==> config.mk <==
export PLATFORM = sky130hd
export DESIGN_NAME = priority_arbiter
export DESIGN_NICKNAME = d
export VERILOG_FILES = /design/src/rtl/priority_arbiter.sv
export SDC_FILE = /design/constraint.sdc
export NUM_CORES = 1
export LEC_CHECK = 0
export CAP_MARGIN = 10
export CORE_AREA = 2 2 52 74
export DETAILED_ROUTE_END_ITERATION = 8
export DIE_AREA = 0 0 54 76
export DONT_BUFFER_PORTS = 1
export PLACE_DENSITY = 0.66
export SYNTH_ARGS = -nofsm -noshare
export SYNTH_HDL_FRONTEND = slang
export SYNTH_SLANG_ARGS = --single-unit
==> constraint.sdc <==
create_clock -name clk -period 4.53 [get_ports clk]
set_input_delay 0.453 -clock clk [delete_from_list [all_inputs] [get_ports clk]]
set_output_delay 0.453 -clock clk [all_outputs]
set_load 0.05 [all_outputs]
==> src/rtl/priority_arbiter.sv <==
// priority_arbiter
// Registered N-input priority encoder with request capture. Request pulses
// are merged into a pending set; one channel index at a time is moved into
// the output register and offered to a single consumer over valid/ready.
// Selection is fixed priority (highest index wins) or rotating round-robin,
// chosen combinationally by rr_mode on every cycle.
module priority_arbiter #(
  parameter int N = 8,
  localparam int W = (N > 1) ? $clog2(N) : 1
) (
  input  logic         clk,
  input  logic         rst_n,
  input  logic [N-1:0] req,
  input  logic         rr_mode,
  input  logic         ready,
  output logic [W-1:0] Y,
  output logic         valid,
  output logic [N-1:0] pending
);

  // Pointer wraps to the last real channel, not to 2^W-1, so indices >= N
  // can never be scanned or granted when N is not a power of two.
  localparam logic [W-1:0] PTR_LAST = W'(N - 1);

  logic [N-1:0] pending_q, pending_d;
  logic [W-1:0] y_q, y_d;
  logic         valid_q, valid_d;
  logic [W-1:0] ptr_q, ptr_d;

  logic [W-1:0] sel_fixed;
  logic [W-1:0] sel_rr;
  logic         found_rr;
  logic [W-1:0] sel;
  logic         load;

  // Fixed priority: the last set bit seen in an ascending scan is the highest.
  always_comb begin
    sel_fixed = '0;
    for (int i = 0; i < N; i++) begin
      if (pending_q[i]) begin
        sel_fixed = W'(i);
      end
    end
  end

  // Round-robin: scan downward from ptr, wrapping from 0 to N-1.
  always_comb begin
    int rr_idx;
    rr_idx   = 0;
    sel_rr   = '0;
    found_rr = 1'b0;
    for (int k = 0; k < N; k++) begin
      rr_idx = int'(ptr_q) - k;
      if (rr_idx < 0) begin
        rr_idx = rr_idx + N;
      end
      if (!found_rr && pending_q[rr_idx]) begin
        sel_rr   = W'(rr_idx);
        found_rr = 1'b1;
      end
    end
  end

  // Mode mux and load decision: load whenever the output slot is free or
  // being freed this cycle and something is waiting.
  always_comb begin
    sel  = rr_mode ? sel_rr : sel_fixed;
    load = (!valid_q || ready) && (|pending_q);
  end

  // Next-state: move the winning token into Y, retire an accepted grant,
  // and merge new requests (a request on the winning channel re-pends it).
  always_comb begin
    pending_d = pending_q;
    y_d       = y_q;
    valid_d   = valid_q;
    ptr_d     = ptr_q;
    if (load) begin
      pending_d[sel] = 1'b0;
      y_d            = sel;
      valid_d        = 1'b1;
      ptr_d          = (sel == '0) ? PTR_LAST : sel - W'(1);
    end else if (valid_q && ready) begin
      valid_d = 1'b0;
    end
    pending_d = pending_d | req;
  end

  // State registers; reset drops any outstanding grant and pending requests.
  always_ff @(posedge clk or negedge rst_n) begin
    if (!rst_n) begin
      pending_q <= '0;
      y_q       <= '0;
      valid_q   <= 1'b0;
      ptr_q     <= PTR_LAST;
    end else begin
      pending_q <= pending_d;
      y_q       <= y_d;
      valid_q   <= valid_d;
      ptr_q     <= ptr_d;
    end
  end

  assign Y       = y_q;
  assign valid   = valid_q;
  assign pending = pending_q;

endmodule

==> results.toml, run 1 <==
[run_status]
status = "completed"

[timing]
period_minus_slack_ps = 4120
hold_slack_ps = 48.3
skew_ps = 1.81
slew_violations = 0
finalSetupViolCount = 0
tightestPinTransition_ps = 834
fmax_mhz = 242
rsz0062_at_grt = "false"
timing.final.crit_share_pct = 91.0
fin_setup_tns_ps = 0
maxSlewHeadroom_pct = 44.4
final-hold-violation-count = 0

[yosys]
synth_top_area_share_pct = 18.1
seq_area_frac_synth_pct = 22.9
syn_area_um2 = 1660
ys_warn_count = 0
synthFlopType = "dfrtp_1"
synth_seq_cells = 15
avgSynthCellArea_um2 = 9.63
async_flop_share_pct = 100
synth_area_leaders = "dfrtp_1, mux4_2, mux2i_1"
synth_cell_types = 52
synth_cells = 172
synth.largest_area_cell = "dfrtp_1"
syn-num-nets = 187
synth-edff-count = 0

[placed_design]
dp_hpwl_mm = 3.19
placed_area_um2 = 1620
gp_congestion = 1.08
portBuffers = 0
placed_cells = 204

[clocking]
clkLatencyLatePin_ps = 240
cts_buffers = 3
h-tree-depth = 1
cts_root_buffer = "clkbuf_8"
cts.clk_slew.worst_paths_ps = 60
clock_path_buffers = 2
cts-resized-gates = 0
cts_sinks = 15
cts_tree = "built"

[drt]
vias = 1427
wirelength_mm = 4.17
detail-route-antenna-nets = 0
via_per_inst = 6.83
dr.pass1.iters = 4
wire_per_inst_um = 20.0
drcViolationCount = 0
drtIter0Drc = 43

[cells_and_area]
stdcell_count = 209
final_nets = 183
area_growth_syn_to_layout_pct = 1.13
fillers = 343
antennaDiodeCount = 0
final_cell_mix = "nor2_1, nand2_1, dfrtp_1"
drive_above_1_share_pct = 20.4
post-route-util_pct = 47.7
fin_area_um2 = 1680
final_common_cell = "nor2_1"

[die]
core-area_um2 = 3510
ioPinCount = 24
die_y_um = 76
die_area_um2 = 4100
initial_core_util_pct = 47.2
chipWidth_um = 54
rows = 26

[critical_path]
crit_arrival_ps = 4280
critPathBufInv = 1
reg2reg_depth = 11
path_max_fanout = 13
crit_cells = 11
crit_start = "ptr_q[0]$_DFFE_PN1P_"
worst-setup-path-type = "reg2reg"
cp_cell_sequence = "inv_1, ha_1, mux4_2, mux2i_1, mux2i_1, nand4_1, a32oi_1, o21ai_2, ha_1, and3_1, o31ai_2"
crit_required_ps = 4690
max_stage_delay_ps = 720
timing.rr.start = "ptr_q[0]$_DFFE_PN1P_"
crit_path_end = "ptr_q[2]$_DFFE_PN1P_"
cp-end-kind = "register"
critPathTopFamily = "multiplexers"
reg2reg_slack_ps = 410
r2r_end = "ptr_q[2]$_DFFE_PN1P_"
cp-start-kind = "register"
crit_slowest_cell = "dfstp_2"

[worst_hold_path]
hp-class = "in2async"

[global_routing]
grt_max_degree = 16
grt_pass1_wl_mm = 7.06
use_met1_pct = 25.3
grt_pass1_vias = 1452
grt_use_met2_pct = 38.9
grt_most_used_layer = "met2"
grtUsageTotal_pct = 22.6
antenna_found_initial = 0
grt_overflow_total = 0
use_met3_pct = 4.51

[run]
cap_violations = 0

[power_and_ir_drop]
p_per_area_nw_per_um2 = 495
peakVddDrop_mv = 0.331
leakagePower_uw = 0.000602
metal layers:
metal / share of wire [%] / vias up
li1: - / 648
met1: 36 / 694
met2: 55 / 73
met3: 6.7 / 12
met4: 2.7 / 0
met5: 0 / -
metrics by stage:
stage | total power, µW | setup WS [ps]
4_1_cts | 827 | 456
3_5_place_dp | 719 | 486
5_1_grt | 883 | 201
2_1_floorplan | 661 | 959
3_3_place_gp | 703 | 613
6_report | 830 | 406
cells in the mapped netlist, types with 3 or more instances:
library cell  number
buf_2              3
mux2_2             3
inv_1             11
nand2_1           15
a21oi_1            3
a31oi_1            3
xnor2_1            3
dfrtp_1           12
a41oi_1            8
nand3_1            3
dfstp_2            3
mux4_2            10
a32oi_1            4
nor2_1            22
nand2b_1           3
o21ai_0            7
nor3_1             4
buf_6              6
ha_1               3
mux2i_1            9
cell type report:
cell class / count / area, µm² / share of cell area, %
Multi-Input combinational cell: 134 / 1130 / 67.7
Sequential cell: 15 / 379 / 22.6
Tap cell: 42 / 52.6 / 3.14
Inverter: 12 / 45.0 / 2.69
Clock buffer: 3 / 41.3 / 2.46
Timing Repair Buffer: 2 / 17.5 / 1.05
Clock inverter: 1 / 5.00 / 0.299
state kept, by name (all words and copies together), names as in the netlist:
register  count
Y             3
pending       8
ptr_q         3
valid         1
worst min path at each step:
stage	endpoint	depth (start not counted)
after floorplan	Y[0]$_DFFE_PN0P_	0
after global placement	Y[0]$_DFFE_PN0P_	0
after detailed placement	Y[0]$_DFFE_PN0P_	0
after CTS	ptr_q[1]$_DFFE_PN1P_	0
after global routing	ptr_q[1]$_DFFE_PN1P_	0
final	ptr_q[1]$_DFFE_PN1P_	0
power by group:
group | switching (µW) | internal, µW | leakage [µW] | total [µW]
sequential | 108 | 162 | 0.000148 | 270
clock | 42.5 | 60.7 | 0.0000255 | 103
combinational | 254 | 203 | 0.000428 | 457
total | 404 | 426 | 0.000602 | 830
timing repair:
| action | CTS | global route |
|---|---|---|
| hold buffers | 1 | 0 |
| hold endpoints to repair | 12 | 0 |
| setup buffers | 0 | 0 |
cells by family (layout without fill, tap and decap cells):
group	Yosys count	count (layout)	share of synthesized area [%]
xor+xnor	5	5	2.64
compound gates	42	42	20.6
simple gates	58	58	16.5
fa+ha+maj	3	3	2.27
mux	26	26	26.4
buf+inv	23	18	8.61
flops	15	15	22.9
No activity file was read; power rests on OpenSTA's default activity.
==> run 2, diff against run 1 <==
--- a/config.mk
+++ b/config.mk
@@ -6,11 +6,11 @@
 export NUM_CORES = 1
 export LEC_CHECK = 0
 export CAP_MARGIN = 10
-export CORE_AREA = 2 2 52 74
+export CORE_AREA = 2 2 54 76
 export DETAILED_ROUTE_END_ITERATION = 8
-export DIE_AREA = 0 0 54 76
+export DIE_AREA = 0 0 56 78
 export DONT_BUFFER_PORTS = 1
-export PLACE_DENSITY = 0.66
+export PLACE_DENSITY = 0.63
 export SYNTH_ARGS = -nofsm -noshare
 export SYNTH_HDL_FRONTEND = slang
 export SYNTH_SLANG_ARGS = --single-unit
==> run 2 against run 1 <==
  * Clock power about the same
  * Core utilization decreased by 1.5 points
  * Sequential cell count unchanged
  * First-iteration DRC count decreased by 12%
  * Sequential share of layout area decreased by 0.10 points
  * Sequential power decreased by 4%
  * Critical path type unchanged
  * Global-route usage decreased by 2.9 points
  * Routed wire length increased by 1.1%
  * Final cell count increased by 0.48%
==> results.toml, run 2 (synthesized netlist as in run 1, its figures left out) <==
[run]
cap_violations = 0

[cells_and_area]
final_nets = 184
area_growth_syn_to_layout_pct = 1.59
largest_reg_flops = 8
final_cell_mix = "nor2_1, nand2_1, dfrtp_1"
post-route-util_pct = 46.2
multi_input_area_um2 = 1130
antennaDiodeCount = 0
regArea_um2 = 379
final_common_cell = "nor2_1"
drive_above_1_share_pct = 20.8
fillers = 360

[timing]
fmax_mhz = 262
skew_ps = 4.89
timing.final.crit_share_pct = 84.2
fin_setup_tns_ps = 0
final-hold-violation-count = 0
maxSlewHeadroom_pct = 46.2
rsz0062_at_grt = "false"
layout_setup_ws_ps = 717
slew_violations = 0
finalSetupViolCount = 0
period_minus_slack_ps = 3810
tightestPinTransition_ps = 807

[die]
initial_core_util_pct = 45.5
core-area_um2 = 3640
chipWidth_um = 56
die_area_um2 = 4370
rows = 26
die_y_um = 78
ioPinCount = 24

[clocking]
cts_hold_buf = 1
clkLatencyLatePin_ps = 250
cts_setup_buffers = 0
h-tree-depth = 1
clock_path_buffers = 2
cts_buffers = 3
cts.clk_slew.worst_paths_ps = 60
cts_tree = "built"
cts_root_buffer = "clkbuf_8"
cts_sinks = 15
cts-resized-gates = 0

[power_and_ir_drop]
peakVddDrop_mv = 0.329
netSwitchingFraction_pct = 48.6
power_frac_seq_pct = 31.0
p_per_area_nw_per_um2 = 496
leakagePower_uw = 0.000607
power_frac_comb_pct = 56.4
intPower_uw = 429
net-switching-power_uw = 406
p_clk_share_pct = 12.6

[critical_path]
max_stage_delay_ps = 630
critPathTopFamily = "multiplexers"
cp_cell_sequence = "inv_1, ha_1, mux4_2, mux2i_1, mux2i_1, nand4_1, a32oi_1, o21ai_2, ha_1, and3_1, o31ai_2"
cp-end-kind = "register"
crit_slowest_cell = "mux4_2"
cp-start-kind = "register"
path_max_fanout = 11
worst-setup-path-type = "reg2reg"
crit_arrival_ps = 3980
critPathBufInv = 1
crit_required_ps = 4690

[global_routing]
grt_max_degree = 16
grtUsageTotal_pct = 19.7
antenna_found_initial = 0
grt_overflow_total = 0
grt_pass1_wl_mm = 6.88
grt_pass1_vias = 1381

[drt]
via_per_inst = 6.82
dr.pass1.iters = 4
vias = 1432
wirelength_mm = 4.22
drcViolationCount = 0
drtIter0Drc = 38
wire_per_inst_um = 20.1
detail-route-antenna-nets = 0

[run_status]
status = "completed"

[placed_design]
dp_slack_ps = 788
portBuffers = 0
dp_hpwl_mm = 3.20
gp_congestion = 0.889

[worst_hold_path]
hp-class = "in2async"
-- run 2: metal layers --
| metal | part of all wire, % | wire (µm) | GRT usage (%) |
|---|---|---|---|
| met1 | 36 | 1540 | 21.8 |
| met2 | 54 | 2300 | 37.1 |
| met3 | 6.7 | 283 | 3.50 |
| met4 | 2.4 | 102 | 6.90 |
| met5 | 0 | 0 | 0 |
-- run 2: final cells by class --
cell class / count / area share [%]
multi-input cells: 134 / 67.4
flip-flops and latches: 15 / 22.5
well taps: 42 / 3.12
inverters: 12 / 2.68
clock buffers: 3 / 2.45
repair buffers: 3 / 1.49
clock inverters: 1 / 0.297
-- run 2: path summary, 6_finish.rpt --
check                                startpoint                    to  slack, ps  cells after the start
max                        ptr_q[0]$_DFFE_PN1P_  ptr_q[2]$_DFFE_PN1P_        720                     11
min                                       rst_n  ptr_q[2]$_DFFE_PN1P_         40                      0
max reg2reg                ptr_q[0]$_DFFE_PN1P_  ptr_q[2]$_DFFE_PN1P_        720                     11
min reg2reg                ptr_q[0]$_DFFE_PN1P_  ptr_q[0]$_DFFE_PN1P_        610                      2
max in group asynchronous                 rst_n     valid$_DFFE_PN0P_       3550                      1
min in group clk                         req[1]  pending[1]$_DFF_PN0_        360                      2
-- run 2: stage by stage --
stage               std cells  hold slack (ps)  power (µW)  area (µm²)
CTS                       210             36.9         835        1680
global route              210             28.3         887        1680
finish                    210             43.8         835        1680
global placement          205              158         713        1630
detailed placement        205              158         724        1630
floorplan                 172              157         661        1660
-- run 2: power groups by stage --
stage               registers (µW)  clock network, µW  logic, µW
finish                         259                105        471
global route                   264                114        509
CTS                            259                108        468
detailed placement             261                  0        463
global placement               259                  0        454
floorplan                      234                  0        427
-- run 2: worst register-to-register path, stage by stage, from the launching register on --
cell     delay, ps
dfstp_2        530
inv_1          100
ha_1           610
mux4_2         630
mux2i_1        430
mux2i_1        260
nand4_1        110
a32oi_1        270
o21ai_2        180
ha_1           280
and3_1         160
o31ai_2        180
